<file path="src/rtl/divider_adapter_pkg.sv">
// Shared types for the divider stream adapter: FSM state encoding and the
// most-negative-word helper used for the MIN/-1 overflow check.
package divider_adapter_pkg;

  typedef enum logic [2:0] {
    ST_IDLE,
    ST_ISSUE,
    ST_WAIT,
    ST_FIX,
    ST_OUT
  } adapter_state_t;

  // Most negative two's-complement value of a word of the given width (width <= 64).
  function automatic logic [63:0] word_min(input int unsigned width);
    return 64'd1 << (width - 1);
  endfunction

endpackage

</file>
<file path="src/rtl/divider_sign_fix.sv">
// Combinational one-step quotient/remainder correction so the remainder takes the
// numerator's sign (or is zero). Requires |r| < |den| from the upstream divider.
module divider_sign_fix #(
  parameter int WORD_WIDTH = 8
) (
  input  logic [WORD_WIDTH-1:0] num,
  input  logic [WORD_WIDTH-1:0] den,
  input  logic [WORD_WIDTH-1:0] q,
  input  logic [WORD_WIDTH-1:0] r,
  output logic [WORD_WIDTH-1:0] q_fixed,
  output logic [WORD_WIDTH-1:0] r_fixed
);

  logic needs_fix;

  always_comb begin
    q_fixed   = q;
    r_fixed   = r;
    needs_fix = (r != '0) && (r[WORD_WIDTH-1] != num[WORD_WIDTH-1]);
    if (needs_fix) begin
      if (r[WORD_WIDTH-1] != den[WORD_WIDTH-1]) begin
        r_fixed = r + den;
        q_fixed = q - WORD_WIDTH'(1);
      end else begin
        r_fixed = r - den;
        q_fixed = q + WORD_WIDTH'(1);
      end
    end
  end

endmodule

</file>
<file path="src/rtl/divider_stream_adapter.sv">
// Valid/ready front-end for divider_nonrestoring_signed with truncation-style result
// normalisation and divide-by-zero / MIN/-1 short-circuits. Watchdog: DIV_ADAPTER_TIMEOUT_EN.
//
// state    | meaning
// ---------+------------------------------------------------------------
// ST_IDLE  | ready for a request; short-circuit cases go straight to OUT
// ST_ISSUE | DIV_START pulse with operands held on DIV_NUM_OUT/DIV_DEN_OUT
// ST_WAIT  | waiting for a DIV_DONE rising edge (or watchdog expiry)
// ST_FIX   | sign correction of the captured quotient/remainder
// ST_OUT   | result presented until OUT_READY
module divider_stream_adapter
  import divider_adapter_pkg::*;
#(
  parameter int WORD_WIDTH     = 8,
  parameter int TIMEOUT_CYCLES = 4*WORD_WIDTH+8
) (
  input  logic                  CLK,
  input  logic                  ARST,
  input  logic                  CE,
  input  logic                  IN_VALID,
  output logic                  IN_READY,
  input  logic [WORD_WIDTH-1:0] IN_NUM,
  input  logic [WORD_WIDTH-1:0] IN_DEN,
  output logic [WORD_WIDTH-1:0] DIV_NUM_OUT,
  output logic [WORD_WIDTH-1:0] DIV_DEN_OUT,
  output logic                  DIV_START,
  input  logic [WORD_WIDTH-1:0] DIV_QUOT_IN,
  input  logic [WORD_WIDTH-1:0] DIV_REM_IN,
  input  logic                  DIV_DONE,
  output logic                  OUT_VALID,
  input  logic                  OUT_READY,
  output logic [WORD_WIDTH-1:0] OUT_QUOT,
  output logic [WORD_WIDTH-1:0] OUT_REM,
  output logic                  OUT_DIVZERO,
  output logic                  OUT_OVF,
  output logic                  OUT_TIMEOUT,
  output logic                  BUSY
);

  localparam logic [WORD_WIDTH-1:0] MIN_VAL = WORD_WIDTH'(word_min(WORD_WIDTH));

  adapter_state_t        state, state_nxt;
  logic [WORD_WIDTH-1:0] num_r, num_nxt, den_r, den_nxt;
  logic [WORD_WIDTH-1:0] q_cap, q_cap_nxt, r_cap, r_cap_nxt;
  logic [WORD_WIDTH-1:0] quot_r, quot_nxt, rem_r, rem_nxt;
  logic [WORD_WIDTH-1:0] q_fixed, r_fixed;
  logic                  start_r, start_nxt;
  logic                  out_valid_r, out_valid_nxt;
  logic                  divzero_r, divzero_nxt, ovf_r, ovf_nxt, tmo_r, tmo_nxt;
  logic                  busy_r;
  logic                  done_prev;
  logic                  done_edge;
  logic                  in_fire;

`ifdef DIV_ADAPTER_TIMEOUT_EN
  localparam int TMO_W = $clog2(TIMEOUT_CYCLES + 1);
  logic [TMO_W-1:0] wait_cnt, wait_cnt_nxt;
`else
  logic timeout_cfg_unused;
  assign timeout_cfg_unused = (TIMEOUT_CYCLES != 0);
`endif

  assign IN_READY  = (state == ST_IDLE) & CE;
  assign in_fire   = IN_VALID & IN_READY;
  // done_prev follows DIV_DONE in every enabled cycle, so a held level never looks like an edge
  assign done_edge = DIV_DONE & ~done_prev;

  divider_sign_fix #(.WORD_WIDTH(WORD_WIDTH)) u_sign_fix (
    .num     (num_r),
    .den     (den_r),
    .q       (q_cap),
    .r       (r_cap),
    .q_fixed (q_fixed),
    .r_fixed (r_fixed)
  );

  always_comb begin
    state_nxt     = state;
    num_nxt       = num_r;
    den_nxt       = den_r;
    q_cap_nxt     = q_cap;
    r_cap_nxt     = r_cap;
    quot_nxt      = quot_r;
    rem_nxt       = rem_r;
    start_nxt     = 1'b0;
    out_valid_nxt = out_valid_r;
    divzero_nxt   = divzero_r;
    ovf_nxt       = ovf_r;
    tmo_nxt       = tmo_r;
`ifdef DIV_ADAPTER_TIMEOUT_EN
    wait_cnt_nxt  = wait_cnt;
`endif
    case (state)
      ST_IDLE: begin
        if (in_fire) begin
          if (IN_DEN == '0) begin
            state_nxt     = ST_OUT;
            out_valid_nxt = 1'b1;
            quot_nxt      = '0;
            rem_nxt       = IN_NUM;
            divzero_nxt   = 1'b1;
          end else if ((IN_NUM == MIN_VAL) && (IN_DEN == '1)) begin
            state_nxt     = ST_OUT;
            out_valid_nxt = 1'b1;
            quot_nxt      = MIN_VAL;
            rem_nxt       = '0;
            ovf_nxt       = 1'b1;
          end else begin
            state_nxt = ST_ISSUE;
            num_nxt   = IN_NUM;
            den_nxt   = IN_DEN;
            start_nxt = 1'b1;
          end
        end
      end
      ST_ISSUE: begin
        state_nxt = ST_WAIT;
`ifdef DIV_ADAPTER_TIMEOUT_EN
        wait_cnt_nxt = '0;
`endif
      end
      ST_WAIT: begin
        if (done_edge) begin
          state_nxt = ST_FIX;
          q_cap_nxt = DIV_QUOT_IN;
          r_cap_nxt = DIV_REM_IN;
        end
`ifdef DIV_ADAPTER_TIMEOUT_EN
        else begin
          wait_cnt_nxt = wait_cnt + TMO_W'(1);
          if (wait_cnt_nxt == TMO_W'(TIMEOUT_CYCLES)) begin
            state_nxt     = ST_OUT;
            out_valid_nxt = 1'b1;
            quot_nxt      = '0;
            rem_nxt       = '0;
            tmo_nxt       = 1'b1;
          end
        end
`endif
      end
      ST_FIX: begin
        state_nxt     = ST_OUT;
        out_valid_nxt = 1'b1;
        quot_nxt      = q_fixed;
        rem_nxt       = r_fixed;
      end
      ST_OUT: begin
        if (OUT_READY) begin
          state_nxt     = ST_IDLE;
          out_valid_nxt = 1'b0;
          divzero_nxt   = 1'b0;
          ovf_nxt       = 1'b0;
          tmo_nxt       = 1'b0;
        end
      end
      default: state_nxt = ST_IDLE;
    endcase
  end

  always_ff @(posedge CLK or posedge ARST) begin
    if (ARST) begin
      state       <= ST_IDLE;
      num_r       <= '0;
      den_r       <= '0;
      q_cap       <= '0;
      r_cap       <= '0;
      quot_r      <= '0;
      rem_r       <= '0;
      start_r     <= 1'b0;
      out_valid_r <= 1'b0;
      divzero_r   <= 1'b0;
      ovf_r       <= 1'b0;
      tmo_r       <= 1'b0;
      busy_r      <= 1'b0;
      done_prev   <= 1'b0;
`ifdef DIV_ADAPTER_TIMEOUT_EN
      wait_cnt    <= '0;
`endif
    end else if (CE) begin
      state       <= state_nxt;
      num_r       <= num_nxt;
      den_r       <= den_nxt;
      q_cap       <= q_cap_nxt;
      r_cap       <= r_cap_nxt;
      quot_r      <= quot_nxt;
      rem_r       <= rem_nxt;
      start_r     <= start_nxt;
      out_valid_r <= out_valid_nxt;
      divzero_r   <= divzero_nxt;
      ovf_r       <= ovf_nxt;
      tmo_r       <= tmo_nxt;
      busy_r      <= (state_nxt != ST_IDLE);
      done_prev   <= DIV_DONE;
`ifdef DIV_ADAPTER_TIMEOUT_EN
      wait_cnt    <= wait_cnt_nxt;
`endif
    end
  end

  assign DIV_NUM_OUT = num_r;
  assign DIV_DEN_OUT = den_r;
  assign DIV_START   = start_r;
  assign OUT_VALID   = out_valid_r;
  assign OUT_QUOT    = quot_r;
  assign OUT_REM     = rem_r;
  assign OUT_DIVZERO = divzero_r;
  assign OUT_OVF     = ovf_r;
  assign OUT_TIMEOUT = tmo_r;
  assign BUSY        = busy_r;

endmodule

</file>
<file path="config.mk">
export PLATFORM = sky130hd
export DESIGN_NAME = divider_stream_adapter
export DESIGN_NICKNAME = d
export VERILOG_FILES = /design/src/rtl/divider_adapter_pkg.sv /design/src/rtl/divider_sign_fix.sv /design/src/rtl/divider_stream_adapter.sv
export SDC_FILE = /design/constraint.sdc
export NUM_CORES = 1
export LEC_CHECK = 0
export CAP_MARGIN = 30
export CORE_MARGIN = 3
export CORE_UTILIZATION = 30
export CTS_CLUSTER_SIZE = 8
export DETAILED_ROUTE_END_ITERATION = 10
export GPL_TIMING_DRIVEN = 0
export PLACE_DENSITY_LB_ADDON = 0.25
export REMOVE_ABC_BUFFERS = 1
export SYNTH_ARGS = -nofsm -noshare
export SYNTH_HDL_FRONTEND = slang
export SYNTH_SLANG_ARGS = --single-unit
</file>
<file path="constraint.sdc">
create_clock -name CLK -period 8.07 [get_ports CLK]
set_clock_uncertainty 0.1 [all_clocks]
set_input_delay 1.614 -clock CLK [delete_from_list [all_inputs] [get_ports CLK]]
set_output_delay 1.614 -clock CLK [all_outputs]
set_load 0.05 [all_outputs]
</file>
==> flow_summary.yaml, run 1 <==
route:
  remaining_drc_errors: 0
  drt_iter0_drc: 104
  drtAntennaViolNets: 0
  detail_route.vias_per_cell: 4.965
  vias: 2716
  firstDrtPassIters: 4
  drt_wl_total_um: 8670
  wl_per_cell_um: 15.85
clocking:
  ctsHoldBuffers: 0
  cts.clk_slew.worst_paths_ns: 0.07
  clock_sinks: 57
  cts_buffers: 9
  cts_tree: "yes"
  cts_max_path_buffers: 2
  clock_latency_ns: 0.34
  post-cts-setup-buffers: 0
  cts-resized-gates: 0
  root_buffer: "clkbuf_8"
  htreeDepth: 3
timing:
  tns_ns: 0
  slew_headroom_pct: 46.26
  finalMaxSlewViolations: 0
  period_share_pct: 66.44
  worst_pin_slew_ns: 0.8057
  finalHoldViolations: 0
  setup_viol: 0
  fmax_ghz: 0.1865
  rsz0062_at_grt: "false"
  period_needed_ns: 5.361
global_route:
  grt_pass1_wl_um: 14570
  grt_overflow_total: 0
  grt_usage_pct: 14.78
  grt_pass1_vias: 2746
  grt_max_degree: 43
  antenna_found_initial: 0
layout:
  nets: 459
  n_fill_cell: 1092
  insertedDiodeCount: 0
  area_growth_pct: 31.48
  multi_input_area_um2: 1810
  mostFrequentLayoutCell: "clkdlybuf4s50_1"
  ff_latch_area_um2: 1426
  layout-drive-gt1-share_pct: 13.27
  layout_common_cells: "clkdlybuf4s50_1 (75), dfrtp_1 (57), nand2_1 (33), a21oi_1 (21), ha_1 (16)"
logic_synthesis:
  postSynthAreaPerCell_um2: 10.30
  synth.distinct_cells: 61
  async_flop_share_pct: 100.0
  synth-xor-area-share_pct: 4.173
  synthesis.area_um2: 3358
  synthAdderAreaFrac_pct: 7.154
  synth_ff_type: "dfrtp_1"
  syn_inst: 326
  synth_compound_area_share_pct: 17.25
  ys_seq_area_share_pct: 42.47
  synthSimpleGateAreaFrac_pct: 12.70
  synth.mux.area_fraction_pct: 12.52
  yosysWarnings: 0
  ys_seq_elements: 57
  synth_edf_count: 0
  synth_top_family_by_area: "compound AO/OA/AOI/OAI gates"
status:
  status: "finished clean"
placement:
  io_buffers: 75
  place_hpwl_um: 6747
  place.gp.congestion: 0.8274
setup_path:
  required_ns: 6.36
  startpoint_type: "input pin"
  critPathArrivalTime_ns: 3.65
  path_max_fanout: 11
  end_kind: "output port"
  critPathKind: "in -> out"
floorplan:
  die_w_um: 111.8
  core_area_um2: 10890
  num_rows: 38
  die_area_um2: 12500
  start_util_pct: 30.84
  num_io_pins: 77
  die_y_um: 111.8
min_path:
  min_path_type: "reg -> reg"
run:
  maxCapViolCount: 0
## worst paths after layout
kind / startpoint / end / slack, ns / cells after the start
min in group asynchronous: ARST / BUSY / 1.47 / 2
max reg2reg: r_cap[7] / OUT_REM[4] / 5.20 / 12
max in group asynchronous: ARST / r_cap[4] / 5.85 / 3
min: DIV_START / DIV_START / 0.38 / 1
min reg2reg: DIV_START / DIV_START / 0.38 / 1
max: CE / IN_READY / 2.71 / 4
## stage by stage
stage	area (µm²)	std cells	util, %	hold slack [ns]	worst slack (ns)
detailed placement	4254	532	39.07	0.3720	2.733
finish	4415	547	40.55	0.3824	2.709
CTS	4415	547	40.55	0.3874	2.731
floorplan	3286	314	-	0.3818	3.877
global route	4415	547	40.55	0.4256	2.623
global placement	4212	529	38.68	0.3693	2.741
## synthesized netlist by cell type (2+ instances only)
master | instances | area [µm²]
and3_1 | 2 | 12.51
o211ai_1 | 5 | 37.54
buf_6 | 2 | 22.52
buf_4 | 2 | 15.01
or2_2 | 3 | 18.77
nor2b_1 | 2 | 12.51
xnor2_1 | 8 | 70.07
xor2_1 | 8 | 70.07
buf_2 | 4 | 20.02
a31oi_1 | 5 | 31.28
nand3_1 | 6 | 30.03
fa_1 | 2 | 40.04
a21oi_1 | 21 | 105.1
o21ai_1 | 13 | 65.06
mux2_2 | 15 | 168.9
nand2b_1 | 2 | 12.51
nor2_1 | 13 | 48.80
mux2_4 | 12 | 180.2
ha_1 | 16 | 200.2
mux2i_1 | 6 | 60.06
nand4_1 | 2 | 12.51
nor3_2 | 2 | 20.02
a211oi_1 | 4 | 30.03
o21a_1 | 3 | 22.52
clkbuf_1 | 3 | 11.26
nor3_1 | 6 | 30.03
o21ai_0 | 15 | 75.07
dfrtp_1 | 57 | 1426
inv_1 | 12 | 45.04
nand2_1 | 33 | 123.9
a211o_1 | 3 | 26.28
a21o_1 | 6 | 45.04
a2bb2oi_1 | 3 | 26.28
or4_1 | 3 | 22.52
## routing by layer
metal,wire (µm),up-vias,global-route usage (%)
li1,-,1339,-
met1,3990,1304,19.89
met2,4203,60,23.66
met3,369,13,3.859
met4,106,0,3.974
met5,0,-,0
## cells by family (layout without fill, tap and decap cells)
| kind of cell | count (synthesis) | after routing |
|---|---|---|
| compound gates | 91 | 91 |
| simple gates | 84 | 84 |
| flops | 57 | 57 |
| mux | 34 | 34 |
| buf+inv | 25 | 106 |
| fa+ha+maj | 18 | 18 |
| xor+xnor | 16 | 16 |
| other cells | 1 | 1 |
## registers in the layout, indices dropped and copies added (netlist names)
signal / flops
r_cap: 8
DIV_DEN_OUT: 8
BUSY: 1
OUT_DIVZERO: 1
q_cap: 8
OUT_QUOT: 8
state: 3
DIV_START: 1
OUT_REM: 8
done_prev: 1
OUT_VALID: 1
DIV_NUM_OUT: 8
OUT_OVF: 1
## worst max-delay path, cell delays in order
cell,delay [ns]
clkdlybuf4s50_1,0.70
nand2b_1,0.17
nor2_1,0.29
clkdlybuf4s50_1,0.87
## cell type report
class	instances	share of cell area [%]
inverter	13	1.105
multi-input combinational	244	41.00
clock inverter	4	0.4534
sequential	57	32.30
timing repair buffer	78	17.97
clock buffer	11	3.202
tap	140	3.967
Power of run 1 is not shown: default switching activity piles up to over one toggle a cycle in this logic, so the estimate is an artifact.
==> run 2, diff against run 1 <==
- clock period: 8.07 -> 4.6 ns (I/O delays scaled with it)
==> results of run 2 <==
The final DEF is identical to that of run 1. Status: finished clean.
Among the figures that moved: setup slack after placement 2.733 ns -> 0.6512 ns; setup slack after layout 2.709 ns -> 0.6266 ns; register-to-register setup slack 5.20 ns -> 1.73 ns
Power of run 2 is left out for the same reason.
==> run 3, diff against run 2 <==
- CORE_MARGIN: 3 -> 2
==> flow_summary.yaml, run 3 (synthesis gave the netlist of run 1 again) <==
route:
  drtAntennaViolNets: 0
  drt_wl_total_um: 8818
  firstDrtPassIters: 4
  detail_route.vias_per_cell: 4.980
  wl_per_cell_um: 16.18
  remaining_drc_errors: 0
  drt_iter0_drc: 118
  vias: 2714
global_route:
  grt_pass1_wl_um: 14020
  grt_pass1_vias: 2725
  grt_max_degree: 42
  grt_usage_pct: 15.57
  grt_overflow_total: 0
  antenna_found_initial: 0
layout:
  layout_common_cells: "clkdlybuf4s50_1 (75), dfrtp_1 (57), nand2_1 (33), a21oi_1 (21), ha_1 (16)"
  nets: 459
  area_growth_pct: 31.71
  insertedDiodeCount: 0
  layout-drive-gt1-share_pct: 12.84
  n_fill_cell: 1061
  mostFrequentLayoutCell: "clkdlybuf4s50_1"
timing:
  finalMaxSlewViolations: 0
  worst_pin_slew_ns: 0.7967
  slew_headroom_pct: 46.86
  rsz0062_at_grt: "false"
  setup_viol: 0
  period_share_pct: 86.43
  period_needed_ns: 3.976
  tns_ns: 0
  fmax_ghz: 0.2515
  finalHoldViolations: 0
min_path:
  min_to: "DIV_START"
  min_path_type: "reg -> reg"
  holdPathStages: 1
  min_from: "DIV_START"
setup_path:
  required_ns: 3.58
  critPathKind: "in -> out"
  critPathArrivalTime_ns: 2.96
  startpoint_type: "input pin"
  r2r_cells: 12
  rrSetupSlack_ns: 1.57
  rr_startpoint: "r_cap[7]"
  path_max_fanout: 11
  reg2reg_to: "OUT_REM[6]"
  end_kind: "output port"
run:
  maxCapViolCount: 0
floorplan:
  num_io_pins: 77
  die_y_um: 109.8
  die_w_um: 109.8
  num_rows: 38
  core_area_um2: 10890
  die_area_um2: 12060
  start_util_pct: 30.84
clocking:
  cts-resized-gates: 0
  clock_latency_ns: 0.34
  root_buffer: "clkbuf_8"
  post-cts-setup-buffers: 0
  ctsHoldBuffers: 0
  cts.clk_slew.worst_paths_ns: 0.06
  clock_sinks: 57
  cts_tree: "yes"
  cts_max_path_buffers: 2
  cts_buffers: 9
  htreeDepth: 3
status:
  status: "finished clean"
placement:
  io_buffers: 75
  place.gp.congestion: 0.9395
  place_hpwl_um: 6737
## run 3: changes by cell type in the layout (fill, tap and decap cells not counted), sizes merged
cell    delta
clkbuf     +2
clkinv     -4
## run 3: metrics by stage
step / utilization [%] / std cells / instance area [µm²] / setup WS, ns / hold WS [ns]
detailed placement: 39.07 / 532 / 4254 / 0.6477 / 0.3746
floorplan: - / 314 / 3286 / 1.324 / 0.3818
global route: 40.62 / 545 / 4423 / 0.4908 / 0.4083
CTS: 40.62 / 545 / 4423 / 0.6377 / 0.3898
global placement: 38.68 / 529 / 4212 / 0.6507 / 0.3717
finish: 40.62 / 545 / 4423 / 0.6244 / 0.3801
## run 3: worst max path at each step
stage / from / cells past startpoint / endpoint / slack [ns]
after global placement: CE / 4 / IN_READY / 0.65
after global routing: CE / 4 / IN_READY / 0.49
after CTS: CE / 4 / IN_READY / 0.64
after floorplan: CE / 5 / DIV_NUM_OUT[4] / 1.32
final: CE / 4 / IN_READY / 0.62
after detailed placement: CE / 4 / IN_READY / 0.65
## run 3: area by class of cell
cell class / instances / area, µm² / area share, %
tap: 140 / 175.2 / 3.960
clock buffer: 13 / 168.9 / 3.819
sequential: 57 / 1426 / 32.25
multi-input combinational: 244 / 1810 / 40.93
timing repair buffer: 78 / 793.3 / 17.93
inverter: 13 / 48.80 / 1.103
## run 3: critical path, stage by stage
cell	delay, ns
clkdlybuf4s50_1	0.70
nand2b_1	0.17
nor2_1	0.30
clkdlybuf4s50_1	0.86
## run 3: per-layer routing
layer,global-route usage (%),part of all wire (%),wire (µm),vias up
met1,20.69,47,4108,1301
li1,-,-,-,1344
met3,3.972,4.6,406,10
met5,0,0,0,-
met2,24.63,47,4186,59
met4,5.154,1.3,116,0
Power of run 3 is left out for the same reason.
